--- src/rtl/iic_init_sequencer.sv ---
// IIC init sequencer: walks a table of codec register writes/reads and feeds
// each entry to the IIC bus master driver as DA/RA/data, strobing vld low for
// one cycle, waiting for the driver to finish, checking ACK and read-back and
// retrying failed entries. Final status is held for the MicroBlaze registers.
// GAP_CYCLES and TIMEOUT must be at least 1.
module iic_init_sequencer #(
  parameter int N_ENTRIES  = 16,
  parameter int IDX_W      = 5,
  parameter int RETRIES    = 2,
  parameter int GAP_CYCLES = 4,
  parameter int TIMEOUT    = 64
) (
  input  logic             clk_i,
  input  logic             rst_i,
  input  logic             start_i,
  output logic [IDX_W-1:0] tbl_addr_o,
  input  logic [23:0]      tbl_entry_i,
  output logic [7:0]       DA_o,
  output logic [7:0]       RA_o,
  output logic [7:0]       data_o,
  output logic             vld_o,
  input  logic             rdy_i,
  input  logic [31:0]      ack_i,
  input  logic [31:0]      rd_data_i,
  output logic             busy_o,
  output logic             done_o,
  output logic             err_o,
  output logic [IDX_W-1:0] err_idx_o,
  output logic [1:0]       err_code_o,
  output logic [31:0]      err_ack_o
);

  localparam int CNT_W = $clog2(TIMEOUT + GAP_CYCLES + 1);
  localparam int RET_W = $clog2(RETRIES + 2);

  localparam logic [IDX_W-1:0] LAST_IDX = IDX_W'(N_ENTRIES - 1);
  localparam logic [CNT_W-1:0] TO_LAST  = CNT_W'(TIMEOUT - 1);
  localparam logic [CNT_W-1:0] GAP_LAST = CNT_W'(GAP_CYCLES - 1);
  localparam logic [RET_W-1:0] RET_MAX  = RET_W'(RETRIES);

  localparam logic [1:0] CODE_NACK    = 2'b01;
  localparam logic [1:0] CODE_RDBACK  = 2'b10;
  localparam logic [1:0] CODE_TIMEOUT = 2'b11;

  typedef enum logic [3:0] {
    ST_IDLE      = 4'd0,
    ST_FETCH     = 4'd1,
    ST_LOAD      = 4'd2,
    ST_ISSUE     = 4'd3,
    ST_WAIT_BUSY = 4'd4,
    ST_WAIT_DONE = 4'd5,
    ST_CHECK     = 4'd6,
    ST_FAIL      = 4'd7,
    ST_GAP       = 4'd8,
    ST_DONE      = 4'd9,
    ST_ERROR     = 4'd10
  } state_t;

  state_t           state_r, state_s;
  logic [IDX_W-1:0] idx_r, idx_s;
  logic [RET_W-1:0] retry_r, retry_s;
  logic [CNT_W-1:0] cnt_r, cnt_s;
  logic             start_q_r;
  logic             start_rise_s;
  logic [1:0]       fail_code_r, fail_code_s;
  logic [31:0]      fail_ack_r, fail_ack_s;

  logic [IDX_W-1:0] tbl_addr_r, tbl_addr_s;
  logic [7:0]       da_r, da_s, ra_r, ra_s, dat_r, dat_s;
  logic             vld_r, vld_s;
  logic             busy_r, busy_s;
  logic             done_r, done_s;
  logic             err_r, err_s;
  logic [IDX_W-1:0] err_idx_r, err_idx_s;
  logic [1:0]       err_code_r, err_code_s;
  logic [31:0]      err_ack_r, err_ack_s;

  // Only the low byte of the driver read data is meaningful.
  logic unused_rd_s;
  assign unused_rd_s = ^rd_data_i[31:8];

  assign start_rise_s = start_i & ~start_q_r;

  // State register.
  always_ff @(posedge clk_i or posedge rst_i) begin
    if (rst_i) begin
      state_r <= ST_IDLE;
    end else begin
      state_r <= state_s;
    end
  end

  // Counters, captured failure info and registered outputs.
  always_ff @(posedge clk_i or posedge rst_i) begin
    if (rst_i) begin
      idx_r       <= '0;
      retry_r     <= '0;
      cnt_r       <= '0;
      start_q_r   <= 1'b0;
      fail_code_r <= 2'b00;
      fail_ack_r  <= 32'h0;
      tbl_addr_r  <= '0;
      da_r        <= 8'h00;
      ra_r        <= 8'h00;
      dat_r       <= 8'h00;
      vld_r       <= 1'b1;
      busy_r      <= 1'b0;
      done_r      <= 1'b0;
      err_r       <= 1'b0;
      err_idx_r   <= '0;
      err_code_r  <= 2'b00;
      err_ack_r   <= 32'h0;
    end else begin
      idx_r       <= idx_s;
      retry_r     <= retry_s;
      cnt_r       <= cnt_s;
      start_q_r   <= start_i;
      fail_code_r <= fail_code_s;
      fail_ack_r  <= fail_ack_s;
      tbl_addr_r  <= tbl_addr_s;
      da_r        <= da_s;
      ra_r        <= ra_s;
      dat_r       <= dat_s;
      vld_r       <= vld_s;
      busy_r      <= busy_s;
      done_r      <= done_s;
      err_r       <= err_s;
      err_idx_r   <= err_idx_s;
      err_code_r  <= err_code_s;
      err_ack_r   <= err_ack_s;
    end
  end

  // Next-state, counter and output decode; outputs are registered from the next state.
  always_comb begin
    state_s     = state_r;
    idx_s       = idx_r;
    retry_s     = retry_r;
    cnt_s       = cnt_r;
    fail_code_s = fail_code_r;
    fail_ack_s  = fail_ack_r;
    da_s        = da_r;
    ra_s        = ra_r;
    dat_s       = dat_r;
    done_s      = done_r;
    err_s       = err_r;
    err_idx_s   = err_idx_r;
    err_code_s  = err_code_r;
    err_ack_s   = err_ack_r;

    case (state_r)
      ST_IDLE, ST_DONE, ST_ERROR: begin
        if (start_rise_s) begin
          state_s    = ST_FETCH;
          idx_s      = '0;
          retry_s    = '0;
          done_s     = 1'b0;
          err_s      = 1'b0;
          err_idx_s  = '0;
          err_code_s = 2'b00;
          err_ack_s  = 32'h0;
        end else begin
          state_s = state_r;
        end
      end
      ST_FETCH: begin
        state_s = ST_LOAD;
      end
      ST_LOAD: begin
        da_s    = tbl_entry_i[23:16];
        ra_s    = tbl_entry_i[15:8];
        dat_s   = tbl_entry_i[7:0];
        state_s = ST_ISSUE;
      end
      ST_ISSUE: begin
        cnt_s   = '0;
        state_s = ST_WAIT_BUSY;
      end
      ST_WAIT_BUSY: begin
        // A driver that is already busy on entry counts as busy seen.
        if (!rdy_i) begin
          state_s = ST_WAIT_DONE;
        end else if (cnt_r == TO_LAST) begin
          fail_code_s = CODE_TIMEOUT;
          fail_ack_s  = ack_i;
          state_s     = ST_FAIL;
        end else begin
          cnt_s = cnt_r + CNT_W'(1);
        end
      end
      ST_WAIT_DONE: begin
        if (rdy_i) begin
          state_s = ST_CHECK;
        end else begin
          state_s = ST_WAIT_DONE;
        end
      end
      ST_CHECK: begin
        if (ack_i != 32'h0) begin
          fail_code_s = CODE_NACK;
          fail_ack_s  = ack_i;
          state_s     = ST_FAIL;
        end else if (da_r[0] && (rd_data_i[7:0] != dat_r)) begin
          fail_code_s = CODE_RDBACK;
          fail_ack_s  = ack_i;
          state_s     = ST_FAIL;
        end else begin
          retry_s = '0;
          if (idx_r == LAST_IDX) begin
            done_s  = 1'b1;
            state_s = ST_DONE;
          end else begin
            idx_s   = idx_r + IDX_W'(1);
            cnt_s   = '0;
            state_s = ST_GAP;
          end
        end
      end
      ST_FAIL: begin
        if (retry_r < RET_MAX) begin
          retry_s = retry_r + RET_W'(1);
          cnt_s   = '0;
          state_s = ST_GAP;
        end else begin
          err_idx_s  = idx_r;
          err_code_s = fail_code_r;
          err_ack_s  = fail_ack_r;
          err_s      = 1'b1;
          state_s    = ST_ERROR;
        end
      end
      ST_GAP: begin
        if (cnt_r == GAP_LAST) begin
          state_s = ST_FETCH;
        end else begin
          cnt_s = cnt_r + CNT_W'(1);
        end
      end
      default: begin
        state_s = ST_IDLE;
      end
    endcase

    // vld idles high; it is low only for the single ISSUE cycle.
    vld_s = (state_s != ST_ISSUE);

    if ((state_s == ST_IDLE) || (state_s == ST_DONE) || (state_s == ST_ERROR)) begin
      busy_s = 1'b0;
    end else begin
      busy_s = 1'b1;
    end

    // The ROM address is presented for the whole FETCH cycle.
    if (state_s == ST_FETCH) begin
      tbl_addr_s = idx_s;
    end else begin
      tbl_addr_s = tbl_addr_r;
    end
  end

  assign tbl_addr_o = tbl_addr_r;
  assign DA_o       = da_r;
  assign RA_o       = ra_r;
  assign data_o     = dat_r;
  assign vld_o      = vld_r;
  assign busy_o     = busy_r;
  assign done_o     = done_r;
  assign err_o      = err_r;
  assign err_idx_o  = err_idx_r;
  assign err_code_o = err_code_r;
  assign err_ack_o  = err_ack_r;

endmodule

--- config.mk ---
export PLATFORM = sky130hd
export DESIGN_NAME = iic_init_sequencer
export DESIGN_NICKNAME = d
export VERILOG_FILES = /design/src/rtl/iic_init_sequencer.sv
export SDC_FILE = /design/constraint.sdc
export NUM_CORES = 1
export LEC_CHECK = 0
export CAP_MARGIN = 10
export CELL_PAD_IN_SITES_DETAIL_PLACEMENT = 1
export CELL_PAD_IN_SITES_GLOBAL_PLACEMENT = 1
export CORE_MARGIN = 5
export CORE_UTILIZATION = 33
export DETAILED_ROUTE_END_ITERATION = 12
export GPL_ROUTABILITY_DRIVEN = 0
export GPL_TIMING_DRIVEN = 0
export PLACE_DENSITY = 0.76
export SLEW_MARGIN = 30
export SYNTH_ARGS = -nofsm -noshare
export SYNTH_HDL_FRONTEND = slang
export SYNTH_SLANG_ARGS = --single-unit
--- constraint.sdc ---
create_clock -name clk_i -period 3.95 [get_ports clk_i]
set_input_delay 0.5925 -clock clk_i [delete_from_list [all_inputs] [get_ports clk_i]]
set_output_delay 0.5925 -clock clk_i [all_outputs]
set_load 0.1 [all_outputs]
==> flow_metrics.tcl, run 1 <==
set metrics [dict create \
    clk_pin_slew_ps 50 \
    grt_first_pass_wirelength_mm 26.4 \
    clock-root-buffer "clkbuf_16" \
    worst_pin_slew_ps 1020 \
    viasPerCell 4.99 \
    synth.distinct_cells 59 \
    track_usage_pct 17.2 \
    diodes 0 \
    drtIter0Drc 162 \
    holdWs_ps 480 \
    cts_hold_buf 0 \
    area_growth_syn_to_layout_pct 41.3 \
    num_rows 47 \
    crit_start "ack_i[9]" \
    ant_nets 0 \
    ctsResizeCount 0 \
    async_flop_share_pct 100 \
    period_needed_ps 3020 \
    fp.coreArea_um2 16500 \
    drc_errors 0 \
    die_height_um 139 \
    arrival_ps 3320 \
    grt_antenna_before_repair 0 \
    design.die.area_um2 19300 \
    grt_pass1_vias 4854 \
    cts_post_setup_buffers_inserted 0 \
    syn-cell-area_um2 5480 \
    startpoint_type "primary input" \
    endpoint "busy_o" \
    fmax_mhz 332 \
    cts-htree-levels 4 \
    cts_made_buffers 17 \
    fin_cells 875 \
    rsz0062_at_grt "false" \
    hold_viol 0 \
    syn_nets 577 \
    grt_overflow_total 0 \
    synth_top_cell_by_area "dfrtp_1" \
    die_width_um 139 \
    timing.final.crit_share_pct 76.4 \
    synth_area_per_cell_um2 11.3 \
    timing.critical_path.required_ps 4250 \
    status "completed" \
    crit_fanout 10 \
    slew_violations 0 \
    maxCapViolations 0 \
    yosysSeqAreaShare_pct 57.1 \
    wl_per_cell_um 18.5 \
    worst-setup-path-type "in -> reg" \
    synthFlopType "dfrtp_1" \
    vias 4365 \
    layout.nets 736 \
    synth.area.top_cells "dfrtp_1 (57%), mux2_2 (11%), nand2_1 (6.2%), o21ai_0 (4.2%), mux2_1 (1.8%)" \
    setup_tns_ps 0 \
    r2r_start "data_o[3]" \
    end_kind "flip-flop" \
    hpwl_mm 12.0 \
    dr.pass1.iters 4 \
    relSlewSlack_pct 31.5 \
    r2r_end "busy_o" \
    netlist_instances 483 \
    ys_top_cells_by_count "dfrtp_1 (124), nand2_1 (91), mux2_2 (52)" \
    hp-class "reg -> reg" \
    synth-edff-count 0 \
    cts_tree "done" \
    io_pins 164 \
    post-route-util_pct 47.0 \
    yosysTopAreaCellShare_pct 56.6 \
    yosysWarnings 0 \
    yosysMostFrequentCell "dfrtp_1" \
    placedCellCount 843 \
    final.setup_skew_ps 10.8 \
    numPortBuffers 139 \
    drt-total-wl_mm 16.2 \
    synth_seq_cells 125 \
    r2r_slack_ps 1390 \
    cts_max_path_buffers 2 \
    grt_max_degree 83 \
    clk_latency_ps 430 \
    initial_core_util_pct 33.3 \
    drive_gt1_share_pct 16.8 \
    reg2reg_depth 7 \
    setup_viol 0 \
    cts_sinks 125 \
]
## worst max-delay path, stage by stage
cell and delay [ps]:
clkdlybuf4s50_1 450, nor4_1 410, nand4_1 360, o21ai_4 340, nand3_2 320, buf_2 330, nor4_1 390, o21ai_1 110
## cells by family after synthesis
group                      after synthesis  share of synthesized area (%)
xor gates and xnor gates                10                           1.60
adders and majority gates                2                          0.456
buffers and inverters                   33                           2.67
and+or+nand+nor                        158                           14.3
AOI/OAI and AO/OA                       92                           11.0
DFF                                    125                           57.1
muxes                                   63                           12.9
## routing by layer
layer | up-vias | global-route usage [%] | wire length [um]
met4 | 0 | 5.72 | 178
met5 | - | 0 | 0
met2 | 112 | 28.8 | 8100
met3 | 17 | 7.38 | 1250
li1 | 2019 | - | -
met1 | 2217 | 19.8 | 6700
## registers in the layout, indices dropped and copies added (netlist names)
register,count
err_ack_o,32
fail_ack_r,32
DA_o,8
RA_o,8
data_o,8
cnt_r,7
err_idx_o,5
idx_r,5
tbl_addr_o,5
state_r,4
err_code_o,2
fail_code_r,2
retry_r,2
busy_o,1
done_o,1
err_o,1
start_q_r,1
vld_o,1
## stage by stage
stage / instance area [um^2] / worst slack (ps)
2_1_floorplan: 5480 / 31.6
3_3_place_gp: 7150 / -1750
3_5_place_dp: 7180 / 543
4_1_cts: 7750 / 969
5_1_grt: 7740 / 926
6_report: 7740 / 934
## final cells by class
cell class / count / area (um^2)
clock inverter: 6 / 57.6
tap: 220 / 275
inverter: 7 / 33.8
sequential: 125 / 3130
fill: 1801 / 8720
timing repair buffer: 140 / 1410
clock buffer: 26 / 509
buffer: 26 / 120
multi-input combinational: 325 / 2210
## cells in the final DEF (no fill, tap or decap), types with 7 or more instances in the layout
master and count:
buf_2 7, clkbuf_1 19, clkbuf_16 17, clkdlybuf4s50_1 138, dfrtp_1 124, mux2_1 9, mux2_2 52, nand2_1 91
nor2_1 13, nor4_1 7, o21ai_0 46, o31ai_1 9, xnor2_1 10
## worst min path at each step
stage / slack (ps) / startpoint / cells past startpoint / end
CTS: 490 / fail_ack_r[13] / 2 / err_ack_o[13]
detailed placement: 470 / err_o / 1 / err_o
finish: 480 / fail_ack_r[4] / 2 / err_ack_o[4]
floorplan: 440 / fail_ack_r[0] / 2 / err_ack_o[0]
global placement: 460 / fail_ack_r[2] / 2 / err_ack_o[2]
global route: 500 / err_o / 1 / err_o
Power of run 1 is left out: the tool's default activity adds up to more than one toggle a clock period on the data nets, which glitch-free logic cannot reach.
==> inputs of run 2 (changes only) <==
--- a/config.mk
+++ b/config.mk
@@ -9,11 +9,11 @@
 export CELL_PAD_IN_SITES_DETAIL_PLACEMENT = 1
 export CELL_PAD_IN_SITES_GLOBAL_PLACEMENT = 1
 export CORE_MARGIN = 5
-export CORE_UTILIZATION = 33
+export CORE_UTILIZATION = 36
 export DETAILED_ROUTE_END_ITERATION = 12
 export GPL_ROUTABILITY_DRIVEN = 0
 export GPL_TIMING_DRIVEN = 0
-export PLACE_DENSITY = 0.76
+export PLACE_DENSITY = 0.78
 export SLEW_MARGIN = 30
 export SYNTH_ARGS = -nofsm -noshare
 export SYNTH_HDL_FRONTEND = slang
==> constraint.sdc (replaced) <==
create_clock -name clk_i -period 2.9 [get_ports clk_i]
set_input_delay 0.435 -clock clk_i [delete_from_list [all_inputs] [get_ports clk_i]]
set_output_delay 0.435 -clock clk_i [all_outputs]
set_load 0.1 [all_outputs]
==> flow_metrics.tcl, run 2 (synthesized netlist as in run 1, its figures left out) <==
set metrics [dict create \
    status "completed" \
    worst_pin_slew_ps 1010 \
    vias 4419 \
    cp_top_family "simple AND/OR/NAND/NOR gates" \
    ant_nets 0 \
    path_common_cell "nor4_1" \
    clk_pin_slew_ps 60 \
    slew_violations 0 \
    layout.nets 740 \
    ctsResizeCount 0 \
    drc_errors 0 \
    setup_viol 0 \
    critPathSlowestCell "clkdlybuf4s50_1" \
    n_fill_cell 1596 \
    placedCellCount 814 \
    io_pins 164 \
    clk_latency_ps 420 \
    hold_viol 0 \
    drive_gt1_share_pct 18.7 \
    initial_core_util_pct 36.3 \
    path_cells "clkdlybuf4s50_1 -> nor4_1 -> nand4_1 -> buf_4 -> o21ai_4 -> nand3_2 -> buf_2 -> nor4_1 -> o21ai_1" \
    num_rows 45 \
    cts_made_buffers 17 \
    clock-root-buffer "clkbuf_16" \
    die_height_um 133 \
    fin_cells 847 \
    cts-htree-levels 4 \
    fmax_mhz 372 \
    mostFrequentLayoutCells "clkdlybuf4s50_1 (133), dfrtp_1 (124), nand2_1 (91)" \
    maxCapViolations 0 \
    worst-setup-path-type "in -> reg" \
    grt_pass1_vias 5112 \
    timing.critical_path.required_ps 3190 \
    grt_antenna_before_repair 0 \
    period_needed_ps 2690 \
    arrival_ps 2980 \
    grt_first_pass_wirelength_mm 27.4 \
    die_width_um 133 \
    design_area_um2 7810 \
    layout_commonest_cell "clkdlybuf4s50_1" \
    rsz0062_at_grt "false" \
    hpwl_mm 12.4 \
    grt_overflow_total 0 \
    holdWs_ps 403 \
    cts_sinks 125 \
    final.setup_skew_ps 6.99 \
    cts_tree "done" \
    crit_fanout 10 \
    area_growth_syn_to_layout_pct 42.5 \
    viasPerCell 5.22 \
    diodes 0 \
    drtIter0Drc 158 \
    design.die.area_um2 17800 \
    track_usage_pct 19.6 \
    dr.pass1.iters 4 \
    drt-total-wl_mm 16.7 \
    fp.coreArea_um2 15100 \
    timing.final.crit_share_pct 92.8 \
    cts_max_path_buffers 2 \
    wl_per_cell_um 19.7 \
    relSlewSlack_pct 32.2 \
    numPortBuffers 139 \
    hp-class "in -> async" \
    end_kind "flip-flop" \
    slowest_delay_ps 440 \
    cp.buffers_inverters 3 \
    startpoint_type "primary input" \
    grt_max_degree 31 \
    placed_area_um2 7180 \
]
## run 2: stage by stage
step	worst slack (ps)	utilization, %	setup TNS (ps)
after CTS	116	51.8	0
after global routing	92.5	51.8	0
final	209	51.8	0
after detailed placement	-299	47.6	-3940
after floorplan	416	-	0
after global placement	-279	47.1	-26100
## run 2: layer usage
layer  share of wire, %  up-vias  track usage, %
li1                   -     2037               -
met1                 39     2237            21.4
met2                 51      124            33.8
met3                8.6       21            9.18
met4                1.5        0            6.00
met5                  0        -               0
## run 2: final timing paths
path,startpoint,to,slack [ps],cells after the start
worst max-delay path,ack_i[11],busy_o,210,9
worst min-delay path,rst_i,fail_ack_r[14],400,2
worst max register to register,data_o[5],busy_o,310,7
worst min register to register,fail_ack_r[6],err_ack_o[6],480,2
max in group asynchronous,rst_i,idx_r[2],1560,5
min in group clk_i,fail_ack_r[6],err_ack_o[6],480,2
## run 2: final cells by class
type,count,area [um^2],area share (%)
flip-flops and latches,125,3130,40.1
clock inverters,13,189,2.42
clock buffers,19,453,5.80
plain buffers,26,120,1.54
inverters,7,30.0,0.384
repair buffers,144,1450,18.5
multi-input cells,325,2210,28.2
well taps,188,235,3.01
## run 2: worst register-to-register path: stages (launching register included)
cell and delay, ps:
dfrtp_1 430, xnor2_1 200, nand4_1 180, o211ai_1 450
nand3_2 380, buf_2 330, nor4_1 390, o21ai_1 110
## run 2: timing repair
| item | 4_1_cts | 5_1_grt |
|---|---|---|
| buffers inserted | 0 | 1 |
| hold buffers | 0 | 0 |
| setup endpoints to repair | 0 | 1 |
Power of run 2 is left out for the same reason.
==> inputs of run 3 (changes only) <==
--- a/config.mk
+++ b/config.mk
@@ -5,15 +5,16 @@
 export SDC_FILE = /design/constraint.sdc
 export NUM_CORES = 1
 export LEC_CHECK = 0
+export ABC_AREA = 1
 export CAP_MARGIN = 10
 export CELL_PAD_IN_SITES_DETAIL_PLACEMENT = 1
 export CELL_PAD_IN_SITES_GLOBAL_PLACEMENT = 1
 export CORE_MARGIN = 5
-export CORE_UTILIZATION = 36
+export CORE_UTILIZATION = 35
 export DETAILED_ROUTE_END_ITERATION = 12
 export GPL_ROUTABILITY_DRIVEN = 0
 export GPL_TIMING_DRIVEN = 0
-export PLACE_DENSITY = 0.78
+export PLACE_DENSITY = 0.79
 export SLEW_MARGIN = 30
 export SYNTH_ARGS = -nofsm -noshare
 export SYNTH_HDL_FRONTEND = slang
==> flow_metrics.tcl, run 3 <==
set metrics [dict create \
    io_pins 164 \
    timing.critical_path.required_ps 2470 \
    num_rows 46 \
    grt_pass1_vias 5321 \
    r2r_start "state_r[0]" \
    r2r_slack_ps 840 \
    slowest_delay_ps 1120 \
    synth_top_family_by_area "simple AND/OR/NAND/NOR gates" \
    startpoint_type "flip-flop" \
    layout_commonest_cell "nand2_1" \
    path_cells "clkdlybuf4s50_1" \
    worst-setup-path-type "reg -> out" \
    n_fill_cell 1850 \
    netlist_instances 638 \
    layout.nets 894 \
    synth-edff-count 0 \
    placed_area_um2 7350 \
    yosys.area_share.simple_pct 24.4 \
    p_total_uw 8900 \
    timing.final.crit_share_pct 85.4 \
    fp.coreArea_um2 15800 \
    ant_nets 0 \
    cp_top_family "buffers and inverters" \
    syn_nets 732 \
    initial_core_util_pct 35.5 \
    viasPerCell 4.69 \
    r2r_end "err_ack_o[9]" \
    critPathSlowestCell "clkdlybuf4s50_1" \
    ctsResizeCount 0 \
    cp.buffers_inverters 1 \
    area_growth_syn_to_layout_pct 42.2 \
    placedCellCount 997 \
    cts-htree-levels 4 \
    arrival_ps 2040 \
    status "completed" \
    cts_tree "done" \
    hold_viol 0 \
    synth_fa_ha_area_share_pct 0.447 \
    design.die.area_um2 18600 \
    numPortBuffers 139 \
    design_area_um2 7970 \
    async_flop_share_pct 100 \
    synth_xor_xnor_area_share_pct 1.09 \
    maxCapViolations 0 \
    vias 4817 \
    synth_top_cell_by_area "dfrtp_1" \
    period_needed_ps 2480 \
    rsz0062_at_grt "false" \
    fin_cells 1028 \
    cts_max_path_buffers 2 \
    die_height_um 136 \
    die_width_um 136 \
    grt_first_pass_wirelength_mm 26.8 \
    drc_errors 0 \
    cts_made_buffers 17 \
    synth.area.top_cells "dfrtp_1 (55%), nand2_1 (13%), inv_1 (5.3%), o21ai_0 (4.0%), mux2_2 (3.8%)" \
    synth_mux_area_share_pct 3.82 \
    relSlewSlack_pct 32.0 \
    hp-class "in -> async" \
    setup_viol 0 \
    hpwl_mm 12.4 \
    setup_tns_ps 0 \
    yosysWarnings 0 \
    cts_hold_buf 0 \
    worst_pin_slew_ps 1020 \
    ys_top_cells_by_count "nand2_1 (199), dfrtp_1 (124), inv_1 (79)" \
    synth_area_per_cell_um2 8.78 \
    ir_drop_mv 0.581 \
    grt_max_degree 32 \
    holdWs_ps 455 \
    diodes 0 \
    end_kind "output port" \
    grt_antenna_before_repair 0 \
    dr.pass1.iters 4 \
    mostFrequentLayoutCells "nand2_1 (199), clkdlybuf4s50_1 (135), dfrtp_1 (124)" \
    final.setup_skew_ps 11.0 \
    cts_sinks 125 \
    cts_post_setup_buffers_inserted 0 \
    yosysSeqAreaShare_pct 55.9 \
    drtIter0Drc 211 \
    fmax_mhz 404 \
    power_leakage_uw 0.00369 \
    synth.distinct_cells 35 \
    drive_gt1_share_pct 13.3 \
    syn-cell-area_um2 5600 \
    slew_violations 0 \
    synth_compound_area_share_pct 6.75 \
    wl_per_cell_um 15.7 \
    clk_pin_slew_ps 60 \
    synthFlopType "dfrtp_1" \
    track_usage_pct 18.3 \
    yosysTopAreaCellShare_pct 55.4 \
    yosysMostFrequentCell "nand2_1" \
    drt-total-wl_mm 16.1 \
    reg2reg_depth 9 \
    crit_fanout 1 \
    powerDensity_nw_per_um2 1120 \
    clock-root-buffer "clkbuf_16" \
    grt_overflow_total 0 \
    synth_seq_cells 125 \
    clk_latency_ps 420 \
]
-- run 3: cell count changes in the layout (fill, tap and decap cells not counted), moves of 7 or more --
cell      delta
mux2_1       -9
nor4_1       -7
inv_2        +9
nand2_2      +9
nand2_1    +108
o22ai_1      +8
inv_1       +72
nor2_1      +34
clkbuf_1     -7
nand3_1     +23
mux2_2      -33
o31ai_1      -9
-- run 3: worst max-delay path by stage --
stage              start             end  slack [ps]  depth (start not counted)
6_report           vld_o           vld_o         420                          1
3_3_place_gp       rst_i   err_ack_o[24]        -230                          2
2_1_floorplan  data_o[5]   tbl_addr_o[0]         660                         13
4_1_cts          DA_o[0]         DA_o[0]         380                          1
3_5_place_dp    ack_i[6]  fail_ack_r[11]         470                         13
5_1_grt          DA_o[0]         DA_o[0]         370                          1
-- run 3: stage by stage --
step                      utilization (%)  worst slack [ps]
after detailed placement             46.6               467
after floorplan                         -               659
after CTS                            50.6               378
after global routing                 50.5               368
final                                50.5               424
after global placement               46.1              -228
-- run 3: area by class of cell --
class / instances / area [um^2] / share of cell area [%]
clock inverters: 10 / 161 / 2.03
repair buffers: 143 / 1460 / 18.3
multi-input cells: 407 / 2050 / 25.7
inverters: 88 / 334 / 4.19
flip-flops and latches: 125 / 3130 / 39.3
plain buffers: 18 / 93.8 / 1.18
clock buffers: 21 / 470 / 5.91
well taps: 216 / 270 / 3.39
-- run 3: metal layers --
metal / track usage (%) / vias up / part of all wire [%]
met4: 6.27 / 0 / 1.5
met5: 0 / - / 0
met2: 31.9 / 120 / 51
met1: 21.3 / 2368 / 42
met3: 5.59 / 22 / 6.3
li1: - / 2307 / -
-- run 3: cells by family after synthesis --
| kind of cell | count (synthesis) |
|---|---|
| flops | 125 |
| simple gates | 310 |
| xor+xnor | 7 |
| buf+inv | 106 |
| fa+ha+maj | 2 |
| compound gates | 69 |
| mux | 19 |
-- run 3: power breakdown --
part           switching (uW)  internal (uW)
logic                    2940           1160
clock network             778           1500
registers                 301           2230
total                    4020           4890
No activity file was read; power rests on OpenSTA's default activity.
